$ cat src/rtl/multi_clk_gen_if.sv
// Control/status bundle for multi_clk_gen: per-channel enables, divider writes,
// resync request, and the divided clock and tick outputs.
interface multi_clk_gen_if #(
  parameter int NCH   = 2,
  parameter int CNT_W = 27,
  parameter int CH_W  = 3
);
  logic [NCH-1:0]   en;
  logic             resync;
  logic             div_load;
  logic [CH_W-1:0]  div_ch;
  logic [CNT_W-1:0] div_val;
  logic [NCH-1:0]   clk_out;
  logic [NCH-1:0]   tick;

  modport master (
    output en, resync, div_load, div_ch, div_val,
    input  clk_out, tick
  );

  modport slave (
    input  en, resync, div_load, div_ch, div_val,
    output clk_out, tick
  );
endinterface

$ cat src/rtl/multi_clk_gen.sv
// Multi-channel programmable clock/tick divider with a cleaned downstream reset.
// Outputs are registered (1 cycle after the deciding edge); no backpressure.
module multi_clk_gen #(
  parameter int NCH        = 2,
  parameter int CNT_W      = 27,
  parameter int HP_DEFAULT = 24999999,
  parameter int CH_W       = 3
) (
  input  logic               clk_osc,
  input  logic               RESET_n,
  multi_clk_gen_if.slave     bus,
  output logic               reset
);

  logic [1:0]       rst_sync_q;
  logic [CNT_W-1:0] cnt_q [NCH];
  logic [CNT_W-1:0] cnt_d [NCH];
  logic [CNT_W-1:0] hp_q  [NCH];
  logic [CNT_W-1:0] hp_d  [NCH];
  logic [NCH-1:0]   clk_q, clk_d;
  logic [NCH-1:0]   tick_q, tick_d;
  logic [NCH-1:0]   ld_hit;

  // Set asynchronously, released through two flops so downstream logic
  // sees a clean synchronous deassertion.
  always_ff @(posedge clk_osc or negedge RESET_n) begin
    if (!RESET_n) begin
      rst_sync_q <= 2'b11;
    end else begin
      rst_sync_q <= {rst_sync_q[0], 1'b0};
    end
  end

  assign reset = rst_sync_q[1];

  // Only existing channel indices can match, so out-of-range writes fall away.
  always_comb begin
    ld_hit = '0;
    for (int i = 0; i < NCH; i++) begin
      ld_hit[i] = bus.div_load && (32'(bus.div_ch) == 32'(i));
    end
  end

  always_comb begin
    clk_d  = clk_q;
    tick_d = '0;
    for (int i = 0; i < NCH; i++) begin
      cnt_d[i] = cnt_q[i];
      hp_d[i]  = hp_q[i];
      if (ld_hit[i]) begin
        hp_d[i] = bus.div_val;
      end
      if (bus.resync || ld_hit[i]) begin
        cnt_d[i] = '0;
        clk_d[i] = 1'b0;
      end else if (bus.en[i]) begin
        if (cnt_q[i] == hp_q[i]) begin
          cnt_d[i]  = '0;
          clk_d[i]  = ~clk_q[i];
          tick_d[i] = ~clk_q[i];
        end else begin
          cnt_d[i] = cnt_q[i] + 1'b1;
        end
      end
    end
  end

  always_ff @(posedge clk_osc or negedge RESET_n) begin
    if (!RESET_n) begin
      clk_q  <= '0;
      tick_q <= '0;
      for (int i = 0; i < NCH; i++) begin
        cnt_q[i] <= '0;
        hp_q[i]  <= CNT_W'(HP_DEFAULT);
      end
    end else begin
      clk_q  <= clk_d;
      tick_q <= tick_d;
      for (int i = 0; i < NCH; i++) begin
        cnt_q[i] <= cnt_d[i];
        hp_q[i]  <= hp_d[i];
      end
    end
  end

  assign bus.clk_out = clk_q;
  assign bus.tick    = tick_q;

endmodule
$ cat src/flat_wrapper.sv
// flat-port wrapper written by rule: the top's interface ports become plain ports
module multi_clk_gen_flat 
#(
  parameter int NCH        = 2,
  parameter int CNT_W      = 27,
  parameter int HP_DEFAULT = 24999999,
  parameter int CH_W       = 3
)
  (clk_osc, RESET_n, reset, bus_en, bus_resync, bus_div_load, bus_div_ch, bus_div_val, bus_clk_out, bus_tick);
  multi_clk_gen_if #(.NCH(NCH), .CNT_W(CNT_W), .CH_W(CH_W)) bus_i ();
  input  logic clk_osc;
  input  logic RESET_n;
  output logic reset;
  input wire logic [$bits(bus_i.en)-1:0] bus_en;
  input wire logic [$bits(bus_i.resync)-1:0] bus_resync;
  input wire logic [$bits(bus_i.div_load)-1:0] bus_div_load;
  input wire logic [$bits(bus_i.div_ch)-1:0] bus_div_ch;
  input wire logic [$bits(bus_i.div_val)-1:0] bus_div_val;
  output wire logic [$bits(bus_i.clk_out)-1:0] bus_clk_out;
  output wire logic [$bits(bus_i.tick)-1:0] bus_tick;
  assign bus_i.en = bus_en;
  assign bus_i.resync = bus_resync;
  assign bus_i.div_load = bus_div_load;
  assign bus_i.div_ch = bus_div_ch;
  assign bus_i.div_val = bus_div_val;
  assign bus_clk_out = bus_i.clk_out;
  assign bus_tick = bus_i.tick;
  multi_clk_gen #(.NCH(NCH), .CNT_W(CNT_W), .HP_DEFAULT(HP_DEFAULT), .CH_W(CH_W)) u_core (.clk_osc(clk_osc), .RESET_n(RESET_n), .bus(bus_i), .reset(reset));
endmodule
$ cat config.mk
export PLATFORM = sky130hd
export DESIGN_NAME = multi_clk_gen_flat
export DESIGN_NICKNAME = d
export VERILOG_FILES = /design/src/rtl/multi_clk_gen_if.sv /design/src/rtl/multi_clk_gen.sv /design/src/flat_wrapper.sv
export SDC_FILE = /design/constraint.sdc
export NUM_CORES = 1
export LEC_CHECK = 0
export BUFFER_PORTS_ARGS = -buffer_cell sky130_fd_sc_hd__buf_2
export CORE_UTILIZATION = 45
export DETAILED_ROUTE_END_ITERATION = 7
export SLEW_MARGIN = 20
export SYNTH_ARGS = -nofsm -noshare
export SYNTH_HDL_FRONTEND = slang
export SYNTH_SLANG_ARGS = --single-unit
$ cat constraint.sdc
create_clock -name clk_osc -period 2.99 [get_ports clk_osc]
set_input_delay 0.299 -clock clk_osc [delete_from_list [all_inputs] [get_ports clk_osc]]
set_output_delay 0.299 -clock clk_osc [all_outputs]
set_load 0.1 [all_outputs]
---- Word-level counts from Yosys, hierarchy flattened ----
Index checks and enable logic that the tools add are counted.
cells by class
  reductions and logical operators ........ 11
  equality and inequality tests ........... 3
  add/sub/neg operators ................... 2
  bitwise gates (word level) .............. 2
  mux-type cells .......................... 18
operators with widths
  cell                     count
  $mux W27                 6
  $add A27 B1 Y27 const B  2
  $eq A27 B27 Y1           2
  $mux W1                  12
  $reduce_bool A2 Y1       4
  $reduce_and A2 Y1        2
  $eq A3 B1 Y1 const B     1
  $logic_not A3 Y1         1
  $logic_and A1 B1 Y1      2
  $logic_or A1 B1 Y1       2
  $not A1 Y1               2
storage, ports and cells
  register bits ........................... 114
  output and inout port bits .............. 5
  bits of input ports ..................... 36
  word-level logic and storage cells ...... 44

---- Depth between registers and ports, before layout ----
Gate-level depths: netlist of run 1.
  depth after elaboration ................. 5
  gate-level depth with buffers ........... 7
  mapped depth without buffers ............ 6

---- Least setup slack after synthesis of run 1 ----
Ideal clock, no wire load.
  path type ............................... register to register
  from .................................... register u_core.cnt_q[13] (netlist name)
  to ...................................... register u_core.cnt_q[16] (netlist name)
  setup time .............................. 0.137 ns
  arrival time ............................ 1.779 ns
  path buffers ............................ 2
  setup slack ............................. 1.075 ns
  data required time ...................... 2.853 ns
  stages on the path, launching flop included .. 8
  period minus slack after synthesis ...... 1.915 ns
  cells stage by stage .................... dfrtp_1 > buf_6 > xor2_1 > nor4_2 > nand4_1 > nor4_4 > buf_6 > nor3_1
on the way
  word-level cells in the longest chain between the ends .. 4
  elaborated cells between the ends (all ways) .. 5
  classes of those cells .................. 1 x add/sub; 1 x eq/ne; 3 x mux
ends and longest elaborated chain
  element                                                   line                                      text
  start, declared                                           multi_clk_gen.sv:16                       logic [CNT_W-1:0] cnt_q [NCH];
  start signal, assigned by index                           multi_clk_gen.sv:80                       cnt_q[i] <= cnt_d[i];
  $add A27 B1 Y27 / $eq A27 B27 Y1 (equally long branches)  multi_clk_gen.sv:62, multi_clk_gen.sv:57
  $mux W27 *                                                multi_clk_gen.sv:57                       if (cnt_q[i] == hp_q[i]) begin
  $mux W27 *                                                multi_clk_gen.sv:56                       end else if (bus.en[i]) begin
  $mux W27 *                                                multi_clk_gen.sv:53                       if (bus.resync || ld_hit[i]) begin
Every way passes the cells marked *; elsewhere a longest branch is shown, timed or not. The select of a mux whose other input is x is not followed.
A chain may end at the register's enable or synchronous reset.

---- Worst setup path after layout of run 1 ----
  from .................................... register u_core.cnt_q[20] (netlist name)
  to ...................................... register u_core.cnt_q[22] (netlist name)
The elaborated chain is that of the path after synthesis.

==> results of run 1 <==
[what timing repair did]
action,in CTS,in global routing
buffers inserted,0,0
endpoints found under the hold margin,31,0
gates resized for setup,0,0
hold buffers,1,0
[state kept, by name (all words and copies together), names as in the netlist]
signal,count
u_core.hp_q,54
u_core.bus.clk_out,2
u_core.cnt_q,54
u_core.rst_sync_q,2
u_core.bus.tick,2
[power by group]
part | switching [W] | internal, W | leakage (nW)
Clock | 0.000665 | 0.00140 | 0.304
Sequential | 0.000117 | 0.00176 | 1.44
Combinational | 0.000254 | 0.000166 | 1.58
[metrics by stage]
step / hold slack (ns) / total power [W] / setup WS, ns
2_1_floorplan: 0.003409 / 0.002136 / 1.075
3_3_place_gp: 0.3151 / 0.002308 / 0.7174
3_5_place_dp: 0.3171 / 0.002315 / 0.6979
4_1_cts: 0.07551 / 0.004409 / 0.6777
5_1_grt: 0.08473 / 0.004551 / 0.4870
6_report: 0.09058 / 0.004361 / 0.6119
[synthesized netlist by cell type (4+ instances only)]
library cell / number / area, um2
nand2b_1: 4 / 25.02
nor3_1: 52 / 260.3
nand4_1: 21 / 131.4
nand2_1: 180 / 675.7
dfstp_2: 36 / 945.9
dfrtp_1: 78 / 1952
nand3_1: 19 / 95.09
and4_1: 7 / 61.31
buf_6: 6 / 67.56
nor4_1: 15 / 93.84
nor2_1: 11 / 41.29
and2_1: 9 / 56.30
xnor2_1: 21 / 183.9
and3_1: 14 / 87.58
clkbuf_1: 19 / 71.32
xor2_1: 83 / 727.0
[placed cells by master (no fill, tap or decap), types with 2 or more instances in the layout]
cell,netlist,final
nor3_1,52,52
mux2_2,2,2
nand3_1,19,19
and2_1,9,9
ha_1,2,2
clkbuf_16,0,17
nor3_2,3,3
nor4_1,15,15
xnor2_1,21,21
bufinv_16,0,2
nand4b_1,3,3
dfstp_2,36,36
clkbuf_1,19,4
buf_4,2,9
nand4_1,21,21
buf_2,1,39
nand2b_1,4,4
a41o_1,2,2
and3_1,14,14
and4_1,7,7
buf_12,0,2
nor4_2,3,3
or3_1,2,2
xor2_1,83,83
clkbuf_8,0,8
dfrtp_1,78,78
nor2_1,11,11
nand2_1,180,180
nor4_4,2,2
inv_1,3,3
a21o_1,2,2
[worst max-delay path, stage by stage (launching register included)]
cell     delay (ns)
dfrtp_1        0.42
xor2_1         0.18
nor4_1         0.42
nand4_1        0.31
nor4_4         0.59
buf_12         0.23
nor3_1         0.07
[layer usage]
| layer | up-vias | part of all wire | global-route usage |
|---|---|---|---|
| met5 | - | 0 | 0 |
| li1 | 2160 | - | - |
| met3 | 21 | 0.049 | 0.04619 |
| met4 | 0 | 0.018 | 0.09402 |
| met2 | 124 | 0.44 | 0.3353 |
| met1 | 2248 | 0.49 | 0.3369 |
[logic make-up after synthesis]
kind of cell               synth area share
buffers and inverters               0.02957
other                             0.0006376
adders and majority gates          0.004254
AOI/OAI and AO/OA                   0.01298
DFF                                  0.4927
muxes                              0.003829
and+or+nand+nor                      0.3012
xor gates and xnor gates             0.1549
[final timing paths]
path / startpoint / end / cells past startpoint
max: u_core.cnt_q[20] / u_core.cnt_q[22] / 6
min: bus_div_val[21] / u_core.hp_q[21] / 3
max reg2reg: u_core.cnt_q[20] / u_core.cnt_q[22] / 6
min reg2reg: u_core.rst_sync_q[0] / u_core.rst_sync_q[1] / 0
max in group asynchronous: RESET_n / u_core.hp_q[47] / 3
min in group asynchronous: RESET_n / u_core.bus.tick[1] / 2
[area by class of cell]
class	count	area (um2)
Fill cell	1155	5802
Sequential cell	114	2898
Multi-Input combinational cell	470	2816
Clock buffer	29	550.5
Timing Repair Buffer	51	312.8
Tap cell	172	215.2
Clock inverter	3	65.06
Inverter	3	11.26
==> run_results.csv, run 1 <==
group,metric,value,unit
clock_tree,cts_tree,"yes",
synthesis,synthesis.nets,654,
timing,worst_pin_slew,0.9115,ns
detailed_routing,wirelength,14060,um
synthesis,synthDistinctLibCells,42,
timing,rsz0062_at_grt,"false",
synthesis,synth-seq-cells,114,
floorplanning,initial_core_util,0.4642,
floorplanning,die_x,116.3,um
clock_tree,cts_root_buffer,"clkbuf_16",
final_layout,nets,695,
synthesis,ys_seq_area_frac,0.4927,
timing,setup_viol,0,
final_layout,area_delta_synth_final,16.78,%
hold_path,hp-class,"input pin to flop",
global_route,overflow,0,
outcome,status,"finished, final reports clean",
timing,fmax,0.4205,GHz
detailed_routing,drt_iter0_markers,298,
synthesis,syn_area,5882,um2
worst_setup_path,cp-start-kind,"flop",
synthesis,syn_inst,616,
floorplanning,ios,41,
floorplanning,rows,41,
synthesis,synth_ff_type,"dfrtp_1",
clock_tree,cts_sinks,114,
power_and_ir_drop,p_per_area,634.9,nW/um2
final_layout,fin_area,6869,um2
clock_tree,clock_latency,0.42,ns
synthesis,synth_edf_count,0,
detailed_routing,wire_per_inst,16.69,um
synthesis,ys_warn_count,0,
clock_tree,clk_path_buf_depth,2,
place,finalWeightedCongestion,0.8391,
synthesis,synthArstFlopShare,1.000,
place,place_area,6243,um2
worst_setup_path,cp_max_fo,20,
timing,finalCriticalPeriod,2.378,ns
global_route,grt_max_degree,76,
global_route,grt_pass1_wl,23360,um
final_layout,diodes,0,
clock_tree,htreeDepth,4,
place,dp.final_hpwl,9950,um
worst_setup_path,rrSetupSlack,0.61,ns
clock_tree,cts_buffers,17,
power_and_ir_drop,ir_drop,0.3960,mV
detailed_routing,ant_nets,0,
worst_setup_path,critPathRequiredTime,3.25,ns
detailed_routing,drt_pass1_iterations,5,
final_layout,drive_gt1_frac,0.1970,
detailed_routing,vias,4553,
timing,slew_headroom,0.3883,
worst_setup_path,endpoint_kind,"flop",
clock_tree,clk_pin_slew,0.05,ns
floorplanning,core,12670,um2
detailed_routing,drcViolationCount,0,
timing,tns,0,ns
timing,period_share,0.7953,
global_route,first_global_vias,4526,
floorplanning,die_h,116.3,um
place,placed_cells,809,
timing,report.final.hold_viol_count,0,
floorplanning,die_area,13530,um2
detailed_routing,vias_per_cell,5.407,
final_layout,fin_cells,842,
synthesis,synth.avg_cell_area,9.549,um2
timing,finClkSkew,0.008229,ns
job,maxCapViolCount,0,
global_route,antenna_found_initial,0,
timing,final_max_slew_viol_count,0,
power_and_ir_drop,leakage,3.319,nW
global_route,grt.total_usage,0.2312,
place,portBuffers,40,
worst_setup_path,arrival,2.64,ns
final_layout,utilization,0.5421,
worst_setup_path,criticalPathCategory,"flop to flop",
(Power assumes the default switching activity.)
==> run 2: changes to the inputs <==
ABC_AREA = 1   (was unset)
clock period = 2.25 ns   (was 2.99 ns; I/O delays follow)
==> run 2 against run 1 <==
Against the previous run:
- sequential share of layout area shrank 1.8 points
- first-iteration DRC count is 38% higher
- die area rose by 4.1%
- cell area rose by 4.4%
- register-to-register slack worse by 0.27 ns
- via count grew 8.7%
- critical path depth rose by 2
- non-clock buffer count shrank 4
- utilization shrank 0.064 points
- combinational power up 47%
- critical endpoint is now u_core.cnt_q[52]
- largest cell class unchanged
==> run_results.csv, run 2 <==
group,metric,value,unit
floorplanning,ios,41,
final_layout,area_delta_synth_final,17.05,%
worst_setup_path,criticalPathCategory,"flop to flop",
final_layout,nets,878,
clock_tree,htreeDepth,4,
worst_setup_path,critPathMaxStageDelay,0.54,ns
final_layout,final_common_cell,"nand2_1",
clock_tree,clk_path_buf_depth,2,
synthesis,synthesis.nets,833,
worst_setup_path,crit_chain,"xnor2_1 -> nand2_1 -> nor2_1 -> nand2_1 -> nor2_1 -> nand3_1 -> nand2_2 -> nor2_1",
synthesis,syn_area,6126,um2
worst_setup_path,cp_top_family,"simple AND/OR/NAND/NOR gates",
job,maxCapViolCount,0,
worst_setup_path,endpoint_kind,"flop",
timing,slew_headroom,0.6319,
place,dp.final_hpwl,10090,um
clock_tree,clk_pin_slew,0.06,ns
clock_tree,cts_buffers,17,
clock_tree,cts_tree,"yes",
synthesis,synth-seq-cells,114,
timing,setup_viol,0,
worst_setup_path,crit_buf_inv,0,
timing,final_max_slew_viol_count,0,
timing,report.final.hold_viol_count,0,
global_route,overflow,0,
detailed_routing,drt_iter0_markers,411,
synthesis,yosysTopAreaCellShare,0.3186,
hold_path,hp-class,"input pin to flop",
floorplanning,die_x,118.7,um
worst_setup_path,arrival,2.19,ns
final_layout,drive_gt1_frac,0.1465,
floorplanning,die_h,118.7,um
power_and_ir_drop,ir_drop,0.5521,mV
clock_tree,cts_sinks,114,
place,portBuffers,40,
worst_setup_path,cp-startpoint,"u_core.hp_q[45]",
synthesis,yosysMostFrequentCell,"nand2_1",
final_layout,diodes,0,
place,finalWeightedCongestion,0.8349,
timing,finClkSkew,0.008239,ns
floorplanning,initial_core_util,0.4626,
synthesis,synthArstFlopShare,1.000,
final_layout,utilization,0.5415,
detailed_routing,drt_pass1_iterations,4,
outcome,status,"finished, final reports clean",
global_route,antenna_found_initial,0,
worst_setup_path,slowest_stage,"dfstp_2",
floorplanning,core,13240,um2
final_layout,layout_common_cells,"nand2_1 (226), inv_1 (111), nor2_1 (95)",
global_route,grt_pass1_wl,23880,um
global_route,grt.total_usage,0.2176,
power_and_ir_drop,p_per_area,845.2,nW/um2
final_layout,largestRegisters,"u_core.cnt_q (54), u_core.hp_q (54)",
timing,tns,0,ns
clock_tree,clock_latency,0.42,ns
synthesis,synth_edf_count,0,
worst_setup_path,crit_top_cell,"nor2_1",
synthesis,synthTopCellsByArea,"dfrtp_1 (32%), dfstp_2 (15%), nand2_1 (14%), inv_1 (6.8%), xnor2_1 (5.9%)",
global_route,first_global_vias,4830,
detailed_routing,wirelength,13920,um
power_and_ir_drop,leakage,3.465,nW
worst_setup_path,cp-start-kind,"flop",
detailed_routing,vias_per_cell,4.810,
timing,finalCriticalPeriod,1.911,ns
synthesis,ys_warn_count,0,
detailed_routing,vias,4950,
floorplanning,die_area,14080,um2
detailed_routing,ant_nets,0,
hold_path,hp-start,"bus_div_val[2]",
synthesis,yosys.area.top_type,"dfrtp_1",
timing,rsz0062_at_grt,"false",
clock_tree,post-cts-setup-buffers,0,
synthesis,synth_ff_type,"dfrtp_1",
timing,worst_pin_slew,0.5522,ns
detailed_routing,wire_per_inst,13.52,um
worst_setup_path,cp_max_fo,25,
synthesis,synthDistinctLibCells,25,
floorplanning,rows,42,
worst_setup_path,r2r_start,"u_core.hp_q[45]",
worst_setup_path,critPathRequiredTime,2.53,ns
clock_tree,cts_root_buffer,"clkbuf_16",
synthesis,synth.avg_cell_area,7.706,um2
detailed_routing,drcViolationCount,0,
timing,period_share,0.8495,
synthesis,syn_inst,795,
global_route,grt_max_degree,56,
timing,fmax,0.5232,GHz
synthesis,ys_seq_area_frac,0.4730,
clock_tree,cts_hold_buf,1,
clock_tree,ctsResizeCount,0,
synthesis,synth_common_cells,"nand2_1 (226), inv_1 (111), nor2_1 (95)",
==> run 2: metal layers <==
metal  routed length [um]  share of wire  global-route usage
met1                 6762           0.49              0.2898
met2                 6590           0.47              0.3494
met3                  435          0.031             0.04923
met4                  129         0.0093             0.07199
met5                    0              0                   0
==> run 2: logic make-up after synthesis <==
family,synth area share
other,0.0006122
XOR/XNOR,0.1058
AO/OA/AOI/OAI,0.05065
flip-flops,0.4730
adder cells (fa/ha/maj),0.004084
buffers and inverters,0.08456
AND/OR/NAND/NOR,0.2812
==> run 2: final timing paths <==
path                       cells after the start  slack (ns)              endpoint
hold reg to reg                                0        0.36  u_core.rst_sync_q[1]
setup / recovery                               8        0.34      u_core.cnt_q[52]
setup reg to reg                               8        0.34      u_core.cnt_q[52]
min in group asynchronous                      2        0.34       u_core.cnt_q[0]
max in group asynchronous                      3        1.24       u_core.hp_q[48]
hold / removal                                 3        0.06        u_core.hp_q[2]
==> run 2: per-stage QoR <==
| stage | hold WS, ns | std cells | worst slack, ns | total power [W] | instance area, um2 |
|---|---|---|---|---|---|
| 2_1_floorplan | -0.07059 | 795 | 0.7397 | 0.002920 | 6126 |
| 3_3_place_gp | 0.2560 | 996 | 0.3421 | 0.003129 | 6518 |
| 3_5_place_dp | 0.2498 | 996 | 0.3232 | 0.003144 | 6518 |
| 4_1_cts | 0.04034 | 1029 | 0.3123 | 0.006125 | 7171 |
| 5_1_grt | 0.05715 | 1029 | 0.09466 | 0.006350 | 7171 |
| 6_report | 0.05548 | 1029 | 0.3387 | 0.006060 | 7171 |
==> run 2: area by class of cell <==
cell class | instances | area (um2)
well taps | 176 | 220.2
clock buffers | 21 | 460.4
fillers | 1267 | 6072
clock inverters | 11 | 182.7
inverters | 111 | 416.7
flip-flops and latches | 114 | 2898
repair buffers | 47 | 282.8
multi-input cells | 549 | 2710
==> run 2: worst register-to-register path: stages, from the launching register on <==
cell	delay, ns
dfstp_2	0.54
xnor2_1	0.12
nand2_1	0.06
nor2_1	0.10
nand2_1	0.09
nor2_1	0.19
nand3_1	0.15
nand2_2	0.41
nor2_1	0.12
==> run 2: power breakdown <==
group / switching [W] / internal [W] / total (W)
Combinational: 0.000350 / 0.000271 / 0.000620
Clock: 0.000939 / 0.00201 / 0.00295
Sequential: 0.000157 / 0.00233 / 0.00249
Total: 0.00145 / 0.00461 / 0.00606
